[src/rtl/pc_fetch_ctrl_pkg.sv]
// ---------------------------------------------------------------------------
// pc_fetch_ctrl_pkg
// Shared definitions for the IF-stage fetch sequencer:
//   ZERO_WORD         - all-zero 32-bit word used for cleared outputs
//   RESET_PC_DEFAULT  - default PC loaded on reset
//   PC_STEP_DEFAULT   - default sequential PC increment
//   fetch_state_e     - fetch FSM states {IDLE, REQ, WAIT, HOLD}
//   pend_type_e       - pending redirect kind {PEND_NONE, PEND_BR, PEND_FL}
//   pc_misaligned()   - word-alignment check on the low PC bits
// ---------------------------------------------------------------------------
package pc_fetch_ctrl_pkg;

    localparam logic [31:0] ZERO_WORD        = 32'h0000_0000;
    localparam logic [31:0] RESET_PC_DEFAULT = 32'hBFC0_0000;
    localparam logic [31:0] PC_STEP_DEFAULT  = 32'd4;

    typedef enum logic [1:0] {
        IDLE = 2'd0,
        REQ  = 2'd1,
        WAIT = 2'd2,
        HOLD = 2'd3
    } fetch_state_e;

    typedef enum logic [1:0] {
        PEND_NONE = 2'd0,
        PEND_BR   = 2'd1,
        PEND_FL   = 2'd2
    } pend_type_e;

    // Instruction fetches must be word aligned.
    function automatic logic pc_misaligned(input logic [1:0] pc_lo);
        return (pc_lo != 2'b00);
    endfunction

endpackage

[src/rtl/pc_fetch_ctrl_next_pc_mux.sv]
// ---------------------------------------------------------------------------
// next_pc_mux
// Combinational priority select of the next fetch PC:
//   live flush > pending flush > pending branch > live branch > pc + PC_STEP
// Ports:
//   flush, flush_pc         - flush redirect presented this cycle
//   pend_type, pend_pc      - redirect latched earlier and not yet consumed
//   branch, branch_pc       - branch redirect presented this cycle
//   pc                      - current fetch PC
//   next_pc                 - selected next PC (sequential path wraps mod 2^32)
// ---------------------------------------------------------------------------
module next_pc_mux
    import pc_fetch_ctrl_pkg::*;
#(
    parameter logic [31:0] PC_STEP = PC_STEP_DEFAULT
) (
    input  logic       flush,
    input  logic [31:0] flush_pc,
    input  pend_type_e pend_type,
    input  logic [31:0] pend_pc,
    input  logic       branch,
    input  logic [31:0] branch_pc,
    input  logic [31:0] pc,
    output logic [31:0] next_pc
);

    // Priority redirect select; a pending branch was resolved before any
    // live one, so it is the one that belongs to this PC update.
    always_comb begin
        next_pc = pc + PC_STEP;
        if (flush) begin
            next_pc = flush_pc;
        end else if (pend_type == PEND_FL) begin
            next_pc = pend_pc;
        end else if (pend_type == PEND_BR) begin
            next_pc = pend_pc;
        end else if (branch) begin
            next_pc = branch_pc;
        end else begin
            next_pc = pc + PC_STEP;
        end
    end

endmodule

[src/rtl/pc_fetch_ctrl.sv]
// ---------------------------------------------------------------------------
// pc_fetch_ctrl
// IF-stage fetch sequencer. Owns the fetch PC, runs a single-outstanding
// SRAM-like request/addr_ok/data_ok handshake and delivers {pc, inst} to ID
// with stall back-pressure. Branches are deferred (delay slot is delivered);
// flushes cancel the in-flight fetch.
// Optional feature macro: IF_ADEL_CHECK_EN - a misaligned PC issues no
// request and instead delivers an address-error marker (adel_o=1, inst_o=0).
// Without the macro adel_o is constant 0.
// Ports:
//   clk_i, rst_i                 - clock, asynchronous active-high reset
//   stall_i                      - ID not ready, hold delivered instruction
//   flush_i, flush_pc_i          - exception/ERET redirect
//   branch_i, branch_pc_i        - taken branch/jump resolved in ID
//   inst_req_o, inst_addr_o      - memory request and address
//   inst_addr_ok_i               - address accepted
//   inst_data_ok_i, inst_rdata_i - read data returned
//   inst_valid_o, pc_o, inst_o   - delivered instruction to ID
//   adel_o                       - fetch address error
// ---------------------------------------------------------------------------
module pc_fetch_ctrl
    import pc_fetch_ctrl_pkg::*;
#(
    parameter logic [31:0] RESET_PC = RESET_PC_DEFAULT,
    parameter logic [31:0] PC_STEP  = PC_STEP_DEFAULT
) (
    input  logic        clk_i,
    input  logic        rst_i,
    input  logic        stall_i,
    input  logic        flush_i,
    input  logic [31:0] flush_pc_i,
    input  logic        branch_i,
    input  logic [31:0] branch_pc_i,
    output logic        inst_req_o,
    output logic [31:0] inst_addr_o,
    input  logic        inst_addr_ok_i,
    input  logic        inst_data_ok_i,
    input  logic [31:0] inst_rdata_i,
    output logic        inst_valid_o,
    output logic [31:0] pc_o,
    output logic [31:0] inst_o,
    output logic        adel_o
);

    fetch_state_e state_r,     state_nx_s;
    pend_type_e   pend_type_r, pend_type_nx_s;
    logic [31:0]  pc_r,        pc_nx_s;
    logic [31:0]  pend_pc_r,   pend_pc_nx_s;
    logic [31:0]  hold_inst_r, hold_inst_nx_s;
    logic         cancel_r,    cancel_nx_s;
    logic         adel_r,      adel_nx_s;
    logic [31:0]  next_pc_s;
    logic         pc_load_s;
    logic         misaligned_s;
    logic         req_s;
    logic         valid_s;
    logic [31:0]  pc_out_s;
    logic [31:0]  inst_out_s;
    logic         adel_out_s;

    next_pc_mux #(
        .PC_STEP   (PC_STEP)
    ) u_next_pc_mux (
        .flush     (flush_i),
        .flush_pc  (flush_pc_i),
        .pend_type (pend_type_r),
        .pend_pc   (pend_pc_r),
        .branch    (branch_i),
        .branch_pc (branch_pc_i),
        .pc        (pc_r),
        .next_pc   (next_pc_s)
    );

    // Alignment check; without the feature every PC is treated as aligned,
    // so adel_r can never be set and adel_o stays 0.
    always_comb begin
`ifdef IF_ADEL_CHECK_EN
        misaligned_s = pc_misaligned(pc_r[1:0]);
`else
        misaligned_s = 1'b0;
`endif
    end

    // Fetch FSM next-state, handshake outputs and pending-redirect tracking.
    always_comb begin
        state_nx_s     = state_r;
        pc_nx_s        = pc_r;
        pend_type_nx_s = pend_type_r;
        pend_pc_nx_s   = pend_pc_r;
        cancel_nx_s    = cancel_r;
        hold_inst_nx_s = hold_inst_r;
        adel_nx_s      = adel_r;
        pc_load_s      = 1'b0;
        req_s          = 1'b0;
        valid_s        = 1'b0;
        pc_out_s       = ZERO_WORD;
        inst_out_s     = ZERO_WORD;
        adel_out_s     = 1'b0;

        case (state_r)
            IDLE: begin
                state_nx_s = REQ;
                pc_load_s  = flush_i;
            end
            REQ: begin
                if (misaligned_s) begin
                    // No bus traffic: redirect at once on flush, otherwise
                    // present the address-error marker from HOLD.
                    if (flush_i) begin
                        pc_load_s = 1'b1;
                    end else begin
                        state_nx_s     = HOLD;
                        hold_inst_nx_s = ZERO_WORD;
                        adel_nx_s      = 1'b1;
                    end
                end else begin
                    req_s = 1'b1;
                    if (inst_addr_ok_i) begin
                        // A flush seen during the request cancels the data.
                        state_nx_s  = WAIT;
                        cancel_nx_s = flush_i | (pend_type_r == PEND_FL);
                    end else begin
                        state_nx_s = REQ;
                    end
                end
            end
            WAIT: begin
                if (inst_data_ok_i) begin
                    if (cancel_r | flush_i) begin
                        pc_load_s   = 1'b1;
                        cancel_nx_s = 1'b0;
                        state_nx_s  = REQ;
                    end else begin
                        // Data is forwarded to ID in the cycle it returns.
                        valid_s    = 1'b1;
                        pc_out_s   = pc_r;
                        inst_out_s = inst_rdata_i;
                        if (stall_i) begin
                            hold_inst_nx_s = inst_rdata_i;
                            adel_nx_s      = 1'b0;
                            state_nx_s     = HOLD;
                        end else begin
                            pc_load_s  = 1'b1;
                            state_nx_s = REQ;
                        end
                    end
                end else begin
                    cancel_nx_s = cancel_r | flush_i;
                end
            end
            HOLD: begin
                valid_s    = 1'b1;
                pc_out_s   = pc_r;
                inst_out_s = hold_inst_r;
                adel_out_s = adel_r;
                if (flush_i | ~stall_i) begin
                    pc_load_s  = 1'b1;
                    adel_nx_s  = 1'b0;
                    state_nx_s = REQ;
                end else begin
                    state_nx_s = HOLD;
                end
            end
            default: begin
                state_nx_s = IDLE;
            end
        endcase

        // A PC update consumes any redirect; otherwise latch the new one.
        // A flush overrides a pending branch; a branch never overrides a flush.
        if (pc_load_s) begin
            pc_nx_s        = next_pc_s;
            pend_type_nx_s = PEND_NONE;
            pend_pc_nx_s   = ZERO_WORD;
        end else if (flush_i) begin
            pend_type_nx_s = PEND_FL;
            pend_pc_nx_s   = flush_pc_i;
        end else if (branch_i && (pend_type_r != PEND_FL)) begin
            pend_type_nx_s = PEND_BR;
            pend_pc_nx_s   = branch_pc_i;
        end else begin
            pend_type_nx_s = pend_type_r;
            pend_pc_nx_s   = pend_pc_r;
        end
    end

    // State and datapath registers with asynchronous reset.
    always_ff @(posedge clk_i or posedge rst_i) begin
        if (rst_i) begin
            state_r     <= IDLE;
            pc_r        <= RESET_PC;
            pend_type_r <= PEND_NONE;
            pend_pc_r   <= ZERO_WORD;
            cancel_r    <= 1'b0;
            hold_inst_r <= ZERO_WORD;
            adel_r      <= 1'b0;
        end else begin
            state_r     <= state_nx_s;
            pc_r        <= pc_nx_s;
            pend_type_r <= pend_type_nx_s;
            pend_pc_r   <= pend_pc_nx_s;
            cancel_r    <= cancel_nx_s;
            hold_inst_r <= hold_inst_nx_s;
            adel_r      <= adel_nx_s;
        end
    end

    assign inst_req_o   = req_s;
    assign inst_addr_o  = pc_r;
    assign inst_valid_o = valid_s;
    assign pc_o         = pc_out_s;
    assign inst_o       = inst_out_s;
    assign adel_o       = adel_out_s;

endmodule

[config.mk]
export PLATFORM = sky130hd
export DESIGN_NAME = pc_fetch_ctrl
export DESIGN_NICKNAME = d
export VERILOG_FILES = /design/src/rtl/pc_fetch_ctrl_pkg.sv /design/src/rtl/pc_fetch_ctrl_next_pc_mux.sv /design/src/rtl/pc_fetch_ctrl.sv
export SDC_FILE = /design/constraint.sdc
export NUM_CORES = 1
export LEC_CHECK = 0
export ABC_AREA = 1
export BUFFER_PORTS_ARGS = -buffer_cell sky130_fd_sc_hd__buf_2
export CAP_MARGIN = 20
export CORE_AREA = 2 2 149 122
export DETAILED_ROUTE_END_ITERATION = 10
export DIE_AREA = 0 0 151 124
export HOLD_SLACK_MARGIN = 0.15
export SLEW_MARGIN = 30
export SYNTH_ARGS = -nofsm -noshare
export SYNTH_HDL_FRONTEND = slang
export SYNTH_SLANG_ARGS = --single-unit
[constraint.sdc]
create_clock -name clk_i -period 5.95 [get_ports clk_i]
set_input_delay 0.595 -clock clk_i [delete_from_list [all_inputs] [get_ports clk_i]]
set_output_delay 0.595 -clock clk_i [all_outputs]
set_load 0.005 [all_outputs]
== Yosys cells after proc, flatten, opt, wreduce, memory -nomap -nowiden ==
Index checks and enable logic that the tools add are counted.

* Add/subtract/negate cells: 1
* Eq/ne operators: 12
* Muxes and demuxes: 41
* Bitwise gates (word level): 5
* Reductions and logical operators: 8

{| class="wikitable"
|+ Operator list
! kind !! count
|-
| $mux 32 || 11
|-
| $pmux 32 s2 || 2
|-
| $add 32x3->32 const B || 1
|-
| $mux 2 || 8
|-
| $mux 1 || 15
|-
| $ne 2x2->1 const B || 6
|-
| $pmux 2 s4 || 1
|-
| $eq 2x2->1 const B || 3
|-
| $pmux 1 s2 || 3
|-
| $reduce_and 5->1 || 1
|-
| $eq 2x1->1 const B || 2
|-
| $pmux 1 s4 || 1
|-
| $reduce_and 4->1 || 1
|-
| $reduce_bool 2->1 || 2
|-
| $ne 3x3->1 const B || 1
|-
| $or 1x1->1 || 3
|-
| $reduce_and 3->1 || 1
|-
| $reduce_bool 3->1 || 1
|-
| $logic_not 2->1 || 1
|-
| $not 1->1 || 2
|-
| $logic_and 1x1->1 || 1
|}

* Flip-flop bits (word level): 102
* Input bits: 103
* Output and inout port bits: 99
* Logic and storage cells: 74

== Longest topological paths before layout ==
* Depth in word-level cells: 5
* Depth in mapped cells: 12
* Depth with buffers taken out: 12

== Hierarchy ==
From an unflattened synthesis, not the netlist that was laid out.

* Cell total of the unflattened synthesis: 1141
* Area total of the unflattened synthesis: 7394.6 um2

{| class="wikitable"
|+ Modules (own cells, without submodules)
! module !! instances !! cells an instance !! area an instance (um2) !! seq. area each (um2)
|-
| pc_fetch_ctrl || 1 || 677 || 5306.3 || 2538.7
|-
| next_pc_mux || 1 || 464 || 2088.3 || 0.0
|}

== Worst setup path after synthesis ==
OpenSTA, ideal clock, no wires.

* Kind: in2out
* Start point: in flush_i
* End point: out pc_o[10]
* Arrival time: 1.408 ns
* Required time: 5.355 ns
* Slack: 3.947 ns
* Stages: 8
* Path buffers: 1
* Path through: nor2_2 > nand2_1 > nor2_1 > inv_1 > nand2_1 > inv_1 > clkbuf_1 > nor2_1

* Longest elaborated chain between the ends: 4

{| class="wikitable"
|+ RTL lines
! element !! RTL line !! source
|-
| from (decl) || pc_fetch_ctrl.sv:30 || <nowiki>input logic flush_i,</nowiki>
|-
| $or 1x1->1 || pc_fetch_ctrl.sv:129 || <nowiki>if (cancel_r | flush_i) begin</nowiki>
|-
| $mux 32 || pc_fetch_ctrl.sv:129 ||
|-
| $mux 32 || pc_fetch_ctrl.sv:128 || <nowiki>if (inst_data_ok_i) begin</nowiki>
|-
| $pmux 32 s2 || pc_fetch_ctrl.sv:100 || <nowiki>case (state_r)</nowiki>
|-
| to (decl) || pc_fetch_ctrl.sv:40 || <nowiki>output logic [31:0] pc_o,</nowiki>
|}

No other way between the ends.

== Final worst setup path ==
* Start point: in flush_i
* End point: out pc_o[27]

Same word-level chain as after synthesis.

==> results.md <==
- Status: completed
- Yosys top cell area share: 34.63%
- Cell taking the most area after synthesis: sky130_fd_sc_hd__dfrtp_1
- Chip Height: 124 um
- Final Hold Viols: 0
- Quantity of hold-fixing buffers added after cts: 0
- Total overflow reported by the global router: 0
- Instance count of the mapped netlist: approximately 1.0k
- Share of synthesized registers carrying an async set or reset: 100.0%
- Maximum ir drop on the vdd rail: around 260 uV
- Flip-flop and latch count after synthesis: 101
- Worst path depth: 9
- Arr. time, crit path: 2.84 ns
- Pint: 2.124 mW
- Portion of total power attributed to the clock network: 16.6%
- Remaining DRCs: 0
- Switching Fraction: a little under half
- Static power due to leakage: 4.252 nW
- Footprint of the flip-flops and latches: 2539 sq um
- Share of total power in combinational logic: 49.7%
- Master cell of the clock root buffer: sky130_fd_sc_hd__clkbuf_16
- Endpoint of the worst-slack reg-to-reg timing path: pend_pc_r[12]$_DFFE_PP0P_
- Clock-pin slew on the worst setup and hold paths: ~0.070 ns
- Syn Area/Cell: around 6.5 sq um
- Count of instances resized after the clock tree is built: 0
- Max Fclk: 0.2913 GHz
- Placed Area: 7692 sq um
- Ratio of total power to cell area: about 500 nW/um^2
- Sequential power share: 33.7%
- Worst EP required: 5.36 ns
- Max_slew headroom: roughly 43%
- Post-DR wirelength/cell: 14.79 um
- Number of pins exceeding their max-slew limit in the final report: 0
- Synthesized cell area: 6648 sq um
- Final TNS setup: 0 ns
- Critical path, cell by cell: buf_2 > nor2_2 > nand2_1 > nor2_1 > clkinv_1 > nand2_1 > inv_2 > nor2_1 > buf_2
- Crit Path Max Fanout: 33
- Clock latency at the later pin of the worst-skew pair: 0.36 ns
- Initial Util: 38.85%
- Count of boundary I/O pins: just over 200
- Residual antenna-violating net count after detailed routing: 0
- CP bufs+invs: 4
- Via count of the first global-routing pass: 6234
- NumNets Final: 1286
- Sw Pwr: 1.845 mW
- Share of post-route cells with drive strength above 1: a little over a fifth
- Setup repair after global routing missed its margin: false
- Worst slew pin tran: 0.8542 ns
- Sequential cell area fraction in the yosys report: 38.19%
- Top area cells in the synthesized netlist: sky130_fd_sc_hd__dfrtp_1 (35%), sky130_fd_sc_hd__nand2_1 (15%), sky130_fd_sc_hd__nor2_1 (9.5%)
- Signed area change from the synthesized netlist to the final layout: 20.55%
- Leading cell types in the layout, fill and taps excluded: sky130_fd_sc_hd__nand2_1 (259), sky130_fd_sc_hd__buf_2 (200), sky130_fd_sc_hd__nor2_1 (168), sky130_fd_sc_hd__o21ai_0 (104), sky130_fd_sc_hd__inv_1 (102)
- Total vias in the final route: 7053
- Min Hold Slack: between 0.2 and 0.3 ns
- Core Region: roughly 17000 sq um
- Period utilization: 57.70%
- Worst Hold Class: input port to async pin
- CP max-delay cell: sky130_fd_sc_hd__clkinv_1
- Number of antenna violations at the first check in global routing: 0
- Maximum number of pins on one net before global-route repair: 73
- Postcts setup bufs: 0
- Number of flops mapped to enable cells by yosys: 0
- Final Power: between 3 and 4 mW
- Mapped Nets: 1128
- Vias per cell: 5.002
- Count of maximum capacitance violations: 0
- Classification of the worst setup path: input port to output pin
- Port-buffer cells: 200
- Die W: 151 um
- Maximum clock insertion buffer count: 2
- Startpoint types: input port
- Global-route wire length before repair: between 30 and 40 mm
- Total non-filler cell area in the finished layout: 8014 sq um
- Total of endpoints with negative setup slack in the final report: 0
- Count of inserted antenna diode cells: 0
- Critical path's largest stage delay: 0.62 ns
- Routed Wire Length: between 20 and 25 mm
- Number of optimization iterations in the first detailed-route pass: 5
- Worst reg2reg startpoint: state_r[1]$_DFFE_PP0P_
- Fillers: 1824
- Number of clock sinks seen by CTS: 101
- Kind of cell adding the most delay to the critical path: buffers and inverters
- Final critical path time including I/O delays and setup: 3.433 ns
- Syn. warnings: 0
- Number of buffers created by CTS: 9
- Count of unique library cells instantiated by Yosys: 32
- Crit. End Element: output pin
- DRT iter0 DRCs: ~510
- Most frequently used flop master after synthesis: sky130_fd_sc_hd__dfrtp_1
- Most common cell after layout, fill and taps aside: sky130_fd_sc_hd__nand2_1
- Total Die Area: 18720 sq um
- Slack of the worst reg-to-reg path: around 3.2 ns
- Row cnt: 43
- Combined area of the multi-input logic cells: approximately 3400 sq um
- R2r worst-path depth: 9
- CTS tree: done
- H-tree depth: 3
- Post-detailed-placement half-perimeter wirelength: ~15 mm
- Total Routing Usage GR: a little under a quarter
- Final cell utilization of the core: 46.84%
- Placer congestion estimate: 0.8737
- Clk_skew: 0.005809 ns
-- worst max path at each step --
stage	startpoint	to	slack, ns
2_1_floorplan	rst_i	cancel_r$_DFFE_PP0P_	2.72
3_3_place_gp	flush_i	pc_o[30]	2.16
3_5_place_dp	flush_i	pc_o[27]	2.41
4_1_cts	flush_i	pc_o[27]	2.40
5_1_grt	flush_i	pc_o[2]	2.11
6_report	flush_i	pc_o[27]	2.52
-- sequential cells by signal, indices dropped and copies added (netlist names) --
| register | count |
|---|---|
| state_r | 2 |
| pend_type_r | 2 |
| pend_pc_r | 32 |
| hold_inst_r | 32 |
| cancel_r | 1 |
| inst_addr_o | 32 |
-- cell usage after synthesis (3+ instances only) --
master	count
sky130_fd_sc_hd__nand2_1	259
sky130_fd_sc_hd__a21oi_1	66
sky130_fd_sc_hd__nand2_2	4
sky130_fd_sc_hd__and2_1	3
sky130_fd_sc_hd__nor2_1	168
sky130_fd_sc_hd__inv_1	105
sky130_fd_sc_hd__a31oi_1	23
sky130_fd_sc_hd__buf_6	3
sky130_fd_sc_hd__clkbuf_1	30
sky130_fd_sc_hd__o22ai_1	3
sky130_fd_sc_hd__dfrtp_1	92
sky130_fd_sc_hd__buf_4	7
sky130_fd_sc_hd__dfstp_2	9
sky130_fd_sc_hd__o21a_1	3
sky130_fd_sc_hd__ha_1	3
sky130_fd_sc_hd__buf_2	17
sky130_fd_sc_hd__o211ai_1	3
sky130_fd_sc_hd__xor2_1	12
sky130_fd_sc_hd__o21ai_0	104
sky130_fd_sc_hd__nor2_2	6
sky130_fd_sc_hd__nand3_1	77
sky130_fd_sc_hd__inv_2	4
sky130_fd_sc_hd__buf_1	3
sky130_fd_sc_hd__o21ai_1	5
sky130_fd_sc_hd__nor2_4	4
-- kinds of logic after synthesis --
kind of cell    share of synthesized area (%)
simple gates                            32.52
other cells                           0.05641
buf+inv                                 10.60
fa+ha+maj                              0.5647
xor+xnor                                1.581
compound gates                          16.49
flops                                   38.19
-- stage by stage --
stage,cells,worst slack [ns]
2_1_floorplan,1022,2.723
3_3_place_gp,1394,2.165
3_5_place_dp,1394,2.408
4_1_cts,1410,2.401
5_1_grt,1410,2.114
6_report,1410,2.517
-- worst register-to-register path, stage by stage, from the launching register on --
cell and delay, ns:
sky130_fd_sc_hd__dfrtp_1 0.41, sky130_fd_sc_hd__nand2_1 0.10, sky130_fd_sc_hd__inv_2 0.23, sky130_fd_sc_hd__nand2_1 0.13, sky130_fd_sc_hd__nand3b_1 0.09, sky130_fd_sc_hd__nand2_2 0.08, sky130_fd_sc_hd__buf_4 0.62, sky130_fd_sc_hd__inv_2 0.54
sky130_fd_sc_hd__o21ai_0 0.33, sky130_fd_sc_hd__o21a_1 0.15
-- power groups by stage --
stage,Combinational (mW),Clock [mW],Sequential [mW]
after floorplan,1.42,0,1.27
final,1.97,0.660,1.34
after global routing,2.29,0.702,1.39
after global placement,1.95,0,1.34
after detailed placement,1.97,0,1.34
after CTS,1.98,0.681,1.33
-- per-layer routing --
metal	GRT usage [%]	up-vias	part of all wire (%)	routed length, um
li1	-	3566	-	-
met1	33.38	3189	48	10100
met3	3.919	20	7.8	1636
met2	34.15	278	43	8871
met5	0	-	0	0
met4	5.666	0	1.2	244
-- layout make-up --
| cell class | instances | share of cell area, % |
|---|---|---|
| Clock buffer | 9 | 2.810 |
| Clock inverter | 7 | 1.202 |
| Inverter | 109 | 5.168 |
| Multi-Input combinational cell | 752 | 42.48 |
| Sequential cell | 101 | 31.68 |
| Tap cell | 225 | 3.513 |
| Timing Repair Buffer | 207 | 13.15 |
No activity file was read; power rests on OpenSTA's default activity.
